## config.mk

```make
export PLATFORM = sky130hd
export DESIGN_NAME = transaction_commit
export DESIGN_NICKNAME = d
export VERILOG_FILES = /design/src/rtl/txn_pkg.sv /design/src/rtl/balance_regfile.sv /design/src/rtl/transaction_commit.sv
export SDC_FILE = /design/constraint.sdc
export NUM_CORES = 1
export LEC_CHECK = 0
export ABC_CLOCK_PERIOD_IN_PS = 3010
export BUFFER_PORTS_ARGS = -buffer_cell sky130_fd_sc_hd__buf_4
export CORE_AREA = 2 2 109 111
export DETAILED_ROUTE_END_ITERATION = 6
export DIE_AREA = 0 0 111 113
export SETUP_SLACK_MARGIN = 0.1
export SKIP_LAST_GASP = 1
export SYNTH_ARGS = -nofsm -noshare
export SYNTH_HDL_FRONTEND = slang
export SYNTH_SLANG_ARGS = --single-unit
```

## constraint.sdc

```tcl
create_clock -name clock -period 3.01 [get_ports clock]
set_input_delay 0.903 -clock clock [delete_from_list [all_inputs] [get_ports clock]]
set_output_delay 0.903 -clock clock [all_outputs]
set_load 0.02 [all_outputs]
```

## src/rtl/txn_pkg.sv

```systemverilog
// Shared definitions for the transaction commit stage: FSM state encoding,
// result codes reported to the control layer, and the account index width.
package txn_pkg;

    localparam int ACCT_W = 2;

    typedef enum logic [2:0] {
        S_IDLE   = 3'd0,
        S_WAIT   = 3'd1,
        S_CHECK  = 3'd2,
        S_COMMIT = 3'd3,
        S_REPORT = 3'd4
    } state_e;

    typedef enum logic [2:0] {
        ST_OK       = 3'd0,
        ST_BAD_KEY  = 3'd1,
        ST_NO_FUNDS = 3'd2,
        ST_OVERFLOW = 3'd3,
        ST_TIMEOUT  = 3'd4,
        ST_SELF     = 3'd5
    } status_e;

endpackage

```

## src/rtl/balance_regfile.sv

```systemverilog
// Account balance storage: NUM_ACCT registers, two read ports for the transfer
// parties, one external read port, and a single strobe that writes both parties.
module balance_regfile
    import txn_pkg::*;
#(
    parameter int                NUM_ACCT = 4,
    parameter int                AMT_W    = 8,
    parameter logic [AMT_W-1:0]  INIT_BAL = 8'd100
) (
    input  logic              clock,
    input  logic              reset_n,
    input  logic [ACCT_W-1:0] snd_addr,
    output logic [AMT_W-1:0]  snd_data,
    input  logic [ACCT_W-1:0] rcv_addr,
    output logic [AMT_W-1:0]  rcv_data,
    input  logic [ACCT_W-1:0] rd_addr,
    output logic [AMT_W-1:0]  rd_data,
    input  logic              commit,
    input  logic [AMT_W-1:0]  snd_wdata,
    input  logic [AMT_W-1:0]  rcv_wdata
);

    logic [AMT_W-1:0] bal [NUM_ACCT];

    assign snd_data = bal[snd_addr];
    assign rcv_data = bal[rcv_addr];
    assign rd_data  = bal[rd_addr];

    // NOTE: this is a tiny flop array, not a RAM macro, so every entry can and
    // must take a reset value; a real SRAM would be initialised by a sequencer.
    always_ff @(posedge clock) begin
        if (!reset_n) begin
            for (int i = 0; i < NUM_ACCT; i++) begin
                bal[i] <= INIT_BAL;
            end
        end else if (commit) begin
            // Both parties update on the same edge; they are distinct by construction.
            bal[snd_addr] <= snd_wdata;
            bal[rcv_addr] <= rcv_wdata;
        end
    end

endmodule

```

## src/rtl/transaction_commit.sv

```systemverilog
// Transfer engine: latches a request, waits for the key verdict, checks funds
// and receiver overflow, then commits both balance updates atomically.
module transaction_commit
    import txn_pkg::*;
#(
    parameter int                NUM_ACCT       = 4,
    parameter int                AMT_W          = 8,
    parameter logic [AMT_W-1:0]  INIT_BAL       = 8'd100,
    parameter int                VERIFY_TIMEOUT = 16
) (
    input  logic              clock,
    input  logic              reset_n,
    input  logic              start,
    input  logic [ACCT_W-1:0] sender,
    input  logic [ACCT_W-1:0] receiver,
    input  logic [AMT_W-1:0]  amount,
    output logic              verify_start,
    input  logic              verify_done,
    input  logic              verify_ok,
    output logic              busy,
    output logic              done,
    output logic [2:0]        status,
    input  logic [ACCT_W-1:0] rd_addr,
    output logic [AMT_W-1:0]  rd_data
);

    localparam int CNT_W = $clog2(VERIFY_TIMEOUT + 1);
    localparam logic [CNT_W-1:0] CNT_LAST = CNT_W'(VERIFY_TIMEOUT - 1);

    state_e            state;
    status_e           status_q;
    logic [ACCT_W-1:0] snd_q;
    logic [ACCT_W-1:0] rcv_q;
    logic [AMT_W-1:0]  amt_q;
    logic [CNT_W-1:0]  cnt_q;

    logic [AMT_W-1:0]  snd_bal;
    logic [AMT_W-1:0]  rcv_bal;
    logic [AMT_W:0]    rcv_sum;
    logic [AMT_W-1:0]  snd_diff;
    logic              commit;

    status_e           chk_status;
    logic              chk_pass;

    assign status   = status_q;
    assign commit   = (state == S_COMMIT);
    assign rcv_sum  = {1'b0, rcv_bal} + {1'b0, amt_q};
    assign snd_diff = snd_bal - amt_q;

    balance_regfile #(
        .NUM_ACCT (NUM_ACCT),
        .AMT_W    (AMT_W),
        .INIT_BAL (INIT_BAL)
    ) u_regfile (
        .clock     (clock),
        .reset_n   (reset_n),
        .snd_addr  (snd_q),
        .snd_data  (snd_bal),
        .rcv_addr  (rcv_q),
        .rcv_data  (rcv_bal),
        .rd_addr   (rd_addr),
        .rd_data   (rd_data),
        .commit    (commit),
        .snd_wdata (snd_diff),
        .rcv_wdata (rcv_sum[AMT_W-1:0])
    );

    // NOTE: every output of this block gets a default before the if-chain, so
    // no path leaves a value unassigned and no latch can be inferred.
    always_comb begin
        chk_status = ST_OK;
        chk_pass   = 1'b0;
        if (snd_q == rcv_q) begin
            chk_status = ST_SELF;
        end else if (snd_bal < amt_q) begin
            chk_status = ST_NO_FUNDS;
        end else if (rcv_sum[AMT_W]) begin
            chk_status = ST_OVERFLOW;
        end else begin
            chk_pass = 1'b1;
        end
    end

    // NOTE: all state and registered outputs use non-blocking assignment so every
    // branch sees the pre-edge values, matching what the flops actually do.
    always_ff @(posedge clock) begin
        if (!reset_n) begin
            state        <= S_IDLE;
            status_q     <= ST_OK;
            snd_q        <= '0;
            rcv_q        <= '0;
            amt_q        <= '0;
            cnt_q        <= '0;
            busy         <= 1'b0;
            done         <= 1'b0;
            verify_start <= 1'b0;
        end else begin
            verify_start <= 1'b0;
            case (state)
                S_IDLE: begin
                    done <= 1'b0;
                    if (start) begin
                        snd_q        <= sender;
                        rcv_q        <= receiver;
                        amt_q        <= amount;
                        cnt_q        <= '0;
                        status_q     <= ST_OK;
                        busy         <= 1'b1;
                        verify_start <= 1'b1;
                        state        <= S_WAIT;
                    end
                end

                // A verdict arriving on the timeout cycle takes precedence.
                S_WAIT: begin
                    if (verify_done) begin
                        if (verify_ok) begin
                            state <= S_CHECK;
                        end else begin
                            status_q <= ST_BAD_KEY;
                            done     <= 1'b1;
                            state    <= S_REPORT;
                        end
                    end else if (cnt_q == CNT_LAST) begin
                        status_q <= ST_TIMEOUT;
                        done     <= 1'b1;
                        state    <= S_REPORT;
                    end else begin
                        cnt_q <= cnt_q + 1'b1;
                    end
                end

                S_CHECK: begin
                    if (chk_pass) begin
                        state <= S_COMMIT;
                    end else begin
                        status_q <= chk_status;
                        done     <= 1'b1;
                        state    <= S_REPORT;
                    end
                end

                // The regfile write happens on this same edge via the commit strobe.
                S_COMMIT: begin
                    status_q <= ST_OK;
                    done     <= 1'b1;
                    state    <= S_REPORT;
                end

                S_REPORT: begin
                    done  <= 1'b0;
                    busy  <= 1'b0;
                    state <= S_IDLE;
                end

                default: begin
                    done  <= 1'b0;
                    busy  <= 1'b0;
                    state <= S_IDLE;
                end
            endcase
        end
    end

endmodule

```

==> out/results.tsv, run 1 <==
metric	value	unit
outcome	completed	
use_met1	23.0	%
utilization	41.9	%
antenna_left	0	
p_leak	1.70	nW
drc	0	
intPower	0.00185	W
whs_path_depth	2	
clock_path_buffers	2	
die_h	113	um
synth_top_cell_area_share	24.8	%
crit_required	3.05	ns
critPathKind	reg -> reg	
min_to	status[2]$_SDFFE_PN0P_	
drv_slew	0	
grt_max_degree	22	
grt_pass1_wl	16400	um
vias	3100	
gp_congestion	0.937	
timing.setup.tns	0	ns
tightest_slew	1.05	ns
p_clk_share	39.1	%
period_minus_slack	2.77	ns
synth_common_cells	46 x nand2_1, 32 x edfxtp_1, 31 x a21oi_1	
synth-edff-count	32	
p_sw	0.000786	W
cp_cell_sequence	mux4_2 -> ha_2 -> fa_2 -> a211oi_2 -> o21bai_1 -> a21oi_1 -> xor2_2 -> a22oi_1	
ys_async_sr_fraction	0	%
hp-class	reg -> reg	
synth_area_leaders	edfxtp_1 25%, dfxtp_1 15%, mux4_2 14%, ha_1 5.8%, nand2_1 4.5%	
drt_iter0_markers	213	
htree_levels	3	
syn_area	3880	um2
cts_tree	done	
hpwl	7750	um
fin_nets	450	
reg2reg_depth	8	
wl_per_cell	18.5	um
initial_utilization	34.4	%
overflow	0	
track_usage	17.0	%
use_met2	27.5	%
die_w	111	um
crit_family	compound AO/OA/AOI/OAI gates	
maxCapViolations	0	
fill_cells	1068	
clkSinkCount	62	
busiest_layer	met2	
regArea	1570	um2
antenna_found_initial	0	
synth_most_common_cell	nand2_1	
finalHoldViolations	0	
cp-start-kind	register	
cts_root_buf	clkbuf_16	
synthFlopType	edfxtp_1	
arrival	2.81	ns
die_area	12500	um2
synth_largest_area_cell	edfxtp_1	
power.share.switching	29.8	%
clkTransAtPathRegs	0.06	ns
crit_path_max_incr_delay	0.49	ns
hold_start	status[2]$_SDFFE_PN0P_	
grt_pass1_vias	3060	
max_freq	361	MHz
final_layout_size_suffix_gt1_share	27.2	%
io_buffers	32	
cts_made_buffers	9	
ir_worst_vdd	0.000245	V
avgSynthCellArea	10.6	um2
multi_input_area	2200	um2
fin_skew	0.00514	ns
rsz0062_at_grt	no	
ys_warn_count	0	
met3_usage	3.48	%
seq_power_share	38.1	%
synth_seq_cells	62	
crit_buf_inv	0	
ctsHoldBuffers	0	
power.density	558	nW/um2
ys_types	58	
slew_headroom	30.2	%
reg2reg_from	u_regfile.bal[0][0]$_DFFE_PP_	
synthCells	365	
routed_wl	10300	um
setup_viol	0	
syn_nets	404	
antenna_cells	0	
end_kind	register	
clk_latency	0.33	ns
worst-path-max-fanout	4	
via_per_inst	5.55	
placementRows	39	
core-area	11300	um2
num_io_pins	33	
share_comb_of_total_power	22.8	%
finalCritPeriodShare	92.0	%
rrSetupSlack	0.24	ns
yosysSeqAreaShare	40.3	%
timing.rr.end	u_regfile.bal[2][6]$_DFFE_PP_	
cp_slowest_cell	mux4_2	
area_growth	21.9	%
first_pass_iters	4	
## registers in the layout (all words and copies together), names as in the netlist, named ones only
signal and flops:
done 1, busy 1, u_regfile.bal 32, snd_q 2, state 3, verify_start 1
cnt_q 5, rcv_q 2, status 3, amt_q 8
## metrics by stage
step	instance area, um2	std cells	hold slack, ns	worst slack (ns)	total power (W)
6_report	4720	559	0.461	0.241	0.00264
5_1_grt	4720	559	0.481	0.121	0.00275
4_1_cts	4690	558	0.464	0.136	0.00263
3_5_place_dp	4380	542	0.456	0.0869	0.00160
3_3_place_gp	4380	542	0.450	0.147	0.00159
2_1_floorplan	3880	365	0.451	0.173	0.00142
## layer usage
layer  vias to the layer above  wire length [um]
li1                       1473                 -
met1                      1517              4570
met2                        97              4940
met3                        13               636
met4                         0               171
met5                         -                 0
## repair_timing
| item | in CTS | in global routing |
|---|---|---|
| buffers inserted | 0 | 1 |
| gates resized for setup | 1 | 7 |
| setup endpoints to repair | 2 | 13 |
| pin swaps | 1 | 4 |
## worst min-delay path, stage by stage (launching register included)
cell,delay [ns]
dfxtp_1,0.31
nand2_1,0.05
mux2i_1,0.05
## power by group through the flow
stage                     clock network (W)  logic, W  registers [W]
after floorplan                           0  0.000427       0.000989
after global placement                    0  0.000576        0.00102
after detailed placement                  0  0.000583        0.00102
after CTS                           0.00104  0.000589        0.00100
after global routing                0.00108  0.000660        0.00101
final                               0.00103  0.000601        0.00100
## layout make-up
class                   count  area share, %
clock buffers              11           5.83
well taps                 143           3.79
repair buffers             55           9.01
multi-input cells         269           46.5
flip-flops and latches     62           33.2
clock inverters             5          0.609
inverters                  14           1.11
## cells in the final DEF (no fill, tap or decap), types with 11 or more instances in the layout
cell,count
nand2_1,46
dfxtp_1,28
inv_1,13
edfxtp_1,32
nor2_1,23
buf_4,54
mux4_2,24
a21oi_1,31
o21ai_0,11
ha_1,17
clkbuf_16,11
## worst max path at each step
stage / startpoint / end / slack (ns) / cells after the start
floorplan: register / u_regfile.bal[1][6]$_DFFE_PP_ / 0.17 / 9
global placement: register / u_regfile.bal[2][6]$_DFFE_PP_ / 0.15 / 8
detailed placement: register / u_regfile.bal[2][6]$_DFFE_PP_ / 0.09 / 8
CTS: register / u_regfile.bal[2][6]$_DFFE_PP_ / 0.14 / 8
global route: u_regfile.bal[3][0]$_DFFE_PP_ / u_regfile.bal[2][6]$_DFFE_PP_ / 0.12 / 8
finish: u_regfile.bal[0][0]$_DFFE_PP_ / u_regfile.bal[2][6]$_DFFE_PP_ / 0.24 / 8
## cell families (layout without fill, tap and decap cells)
kind of cell / after synthesis / in the layout / share of synthesized area [%]
compound gates: 91 / 91 / 15.2
buf+inv: 34 / 85 / 3.91
mux: 29 / 29 / 15.3
xor+xnor: 13 / 13 / 2.94
fa+ha+maj: 20 / 20 / 6.84
simple gates: 116 / 116 / 15.5
flops: 62 / 62 / 40.3
(Power assumes the default switching activity.)
==> run 2, diff against run 1 <==
Settings changed: ABC_AREA set to 1, CORE_AREA 2 2 109 111 to 2 2 110 112, DIE_AREA 0 0 111 113 to 0 0 112 114.
==> run 2 against run 1 <==
  * Synthesized cell count increased by 45%
  * Fmax increased by 1.6%
  * Critical endpoint is now u_regfile.bal[3][6]$_DFFE_PP_
  * Combinational power increased by 95%
  * Sequential power increased by 5%
  * Clock-buffer cell count decreased by 1
  * Utilization decreased by 2.2 points
  * Final cell count increased by 29%
  * Sequential cell count unchanged
  * Register-to-register slack improved by 0.04 ns
  * First-iteration DRC count increased by 120%
  * Die area increased by 1.8%
  * Critical path type unchanged
  * Cell area decreased by 1.5%
  * Largest cell class unchanged
==> out/results.tsv, run 2 <==
metric	value	unit
outcome	completed	
synthCells	531	
die_w	112	um
cts_made_buffers	9	
antenna_cells	0	
antenna_found_initial	0	
grt_pass1_vias	3595	
share_comb_of_total_power	37.2	%
htree_levels	3	
slew_headroom	60.8	%
worst-path-max-fanout	16	
clkTransAtPathRegs	0.05	ns
drv_slew	0	
clkSinkCount	62	
synth_most_common_cell	nand2_1	
area_growth	17.6	%
synth_area_leaders	edfxtp_1 24%, dfxtp_1 15%, o21ai_0 9.1%, nand2_1 9.1%, nor2_1 7.1%	
track_usage	18.1	%
routed_wl	11300	um
post-cts-setup-buffers	0	
seq_power_share	33.5	%
regMostFlops	u_regfile.bal	
ctsHoldBuffers	0	
overflow	0	
grt_pass1_wl	18200	um
cts_root_buf	clkbuf_16	
crit_required	3.07	ns
fin_skew	0.00954	ns
initial_utilization	33.8	%
largestRegisters	u_regfile.bal x32, amt_q x8, cnt_q x5	
cpMostUsedCell	nand2_1	
fin_nets	608	
fill_cells	1219	
final_layout_size_suffix_gt1_share	12.9	%
synth_largest_area_cell	edfxtp_1	
clk_latency	0.33	ns
die_area	12800	um2
synth_top_cell_area_share	24.3	%
mostFrequentLayoutCell	nand2_1	
critPathKind	reg -> reg	
utilization	39.7	%
drc	0	
intPower	0.00192	W
core-area	11700	um2
hp-class	reg -> reg	
ys_async_sr_fraction	0	%
hpwl	9050	um
synth_common_cells	96 x nand2_1, 75 x nor2_1, 72 x o21ai_0	
grt_max_degree	18	
maxCapViolations	0	
synth_seq_cells	62	
cp_cell_sequence	buf_4 -> o21ai_0 -> o22ai_1 -> ha_1 -> fa_1 -> nand2_1 -> nand2_1 -> nand2_1 -> inv_1 -> a21oi_1 -> xor2_1 -> o21ai_0	
finalCritPeriodShare	90.5	%
ir_worst_vdd	0.000415	V
via_per_inst	5.30	
clock_path_buffers	2	
avgSynthCellArea	7.46	um2
finalHoldViolations	0	
die_h	114	um
wl_per_cell	15.6	um
layout_common_cells	96 x nand2_1, 75 x nor2_1, 72 x o21ai_0	
p_leak	1.90	nW
arrival	2.79	ns
p_sw	0.00122	W
ys_warn_count	0	
yosysSeqAreaShare	39.4	%
cp-start-kind	register	
p_clk_share	29.3	%
max_freq	367	MHz
power.density	675	nW/um2
syn_nets	570	
crit_path_max_incr_delay	0.41	ns
io_buffers	32	
syn_area	3960	um2
cts_tree	done	
rsz0062_at_grt	no	
first_pass_iters	5	
num_io_pins	33	
period_minus_slack	2.72	ns
drt_iter0_markers	461	
end_kind	register	
gp_congestion	0.930	
synthFlopType	edfxtp_1	
ys_types	39	
vias	3819	
power.share.switching	38.9	%
cp_slowest_cell	fa_1	
tightest_slew	0.586	ns
synth-edff-count	32	
placementRows	40	
largest_reg_flops	32	
report.power.total	0.00314	W
timing.setup.tns	0	ns
setup_viol	0	
antenna_left	0	
## run 2: cell types whose count changed after synthesis, sizes merged, moves of 6 or more
cell / previous run / this run
nor2: 23 / 77
o21ai: 13 / 73
buf: 13 / 3
inv: 14 / 67
a22o: 7 / 0
o22ai: 7 / 36
nand3: 4 / 26
nand2: 46 / 99
mux4: 24 / 0
o211ai: 6 / 0
a21oi: 31 / 22
## run 2: power by group through the flow
stage	sequential [W]	combinational, W	clock (W)
after global routing	0.00107	0.00132	0.000974
after global placement	0.00107	0.00112	0
after CTS	0.00105	0.00115	0.000937
final	0.00105	0.00117	0.000921
after floorplan	0.00107	0.000808	0
after detailed placement	0.00107	0.00115	0
## run 2: final timing paths
kind                          start                            end  slack, ns  cells after the start
setup / recovery           register  u_regfile.bal[3][6]$_DFFE_PP_       0.29                     12
hold / removal    done$_SDFFE_PN0P_              done$_SDFFE_PN0P_       0.46                      2
setup reg to reg           register  u_regfile.bal[3][6]$_DFFE_PP_       0.29                     12
hold reg to reg   done$_SDFFE_PN0P_              done$_SDFFE_PN0P_       0.46                      2
## run 2: stage by stage
stage	instances	setup WS (ns)	hold WS, ns	cell area (um2)
after floorplan	531	0.378	0.441	3960
after global placement	705	0.317	0.443	4380
after detailed placement	705	0.296	0.456	4380
after CTS	721	0.300	0.465	4650
after global routing	721	0.114	0.485	4650
final	721	0.285	0.464	4650
## run 2: cell type report
cell class              instances  area [um2]  area share [%]
multi-input cells             390        2090            45.0
clock buffers                  10         229            4.92
well taps                     147         184            3.95
flip-flops and latches         62        1560            33.5
clock inverters                 6        38.8           0.833
inverters                      68         262            5.62
repair buffers                 38         285            6.13
## run 2: repair_timing
action / CTS / global route
endpoints found under the setup margin: 0 / 6
endpoints found under the hold margin: 0 / 0
gates resized for setup: 0 / 1
## run 2: kinds of logic after synthesis
family / synth area share, %
simple gates: 25.3
compound gates: 19.8
buf+inv: 7.65
flops: 39.4
fa+ha+maj: 6.70
xor+xnor: 1.11
## run 2: critical path: cells and delay by family, from the launching register on
kind                       cells  cell delay [ns]
DFF                            1             0.33
adders and majority gates      2             0.64
xor gates and xnor gates       1             0.33
buffers and inverters          2             0.26
AOI/OAI and AO/OA              4             0.60
and+or+nand+nor                3             0.28
## run 2: metal layers
metal	track usage, %	vias to the layer above	part of all wire (%)
met3	4.36	27	8.0
li1	-	1904	-
met5	0	-	0
met4	7.32	0	2.6
met1	23.7	1740	44
met2	29.1	148	45
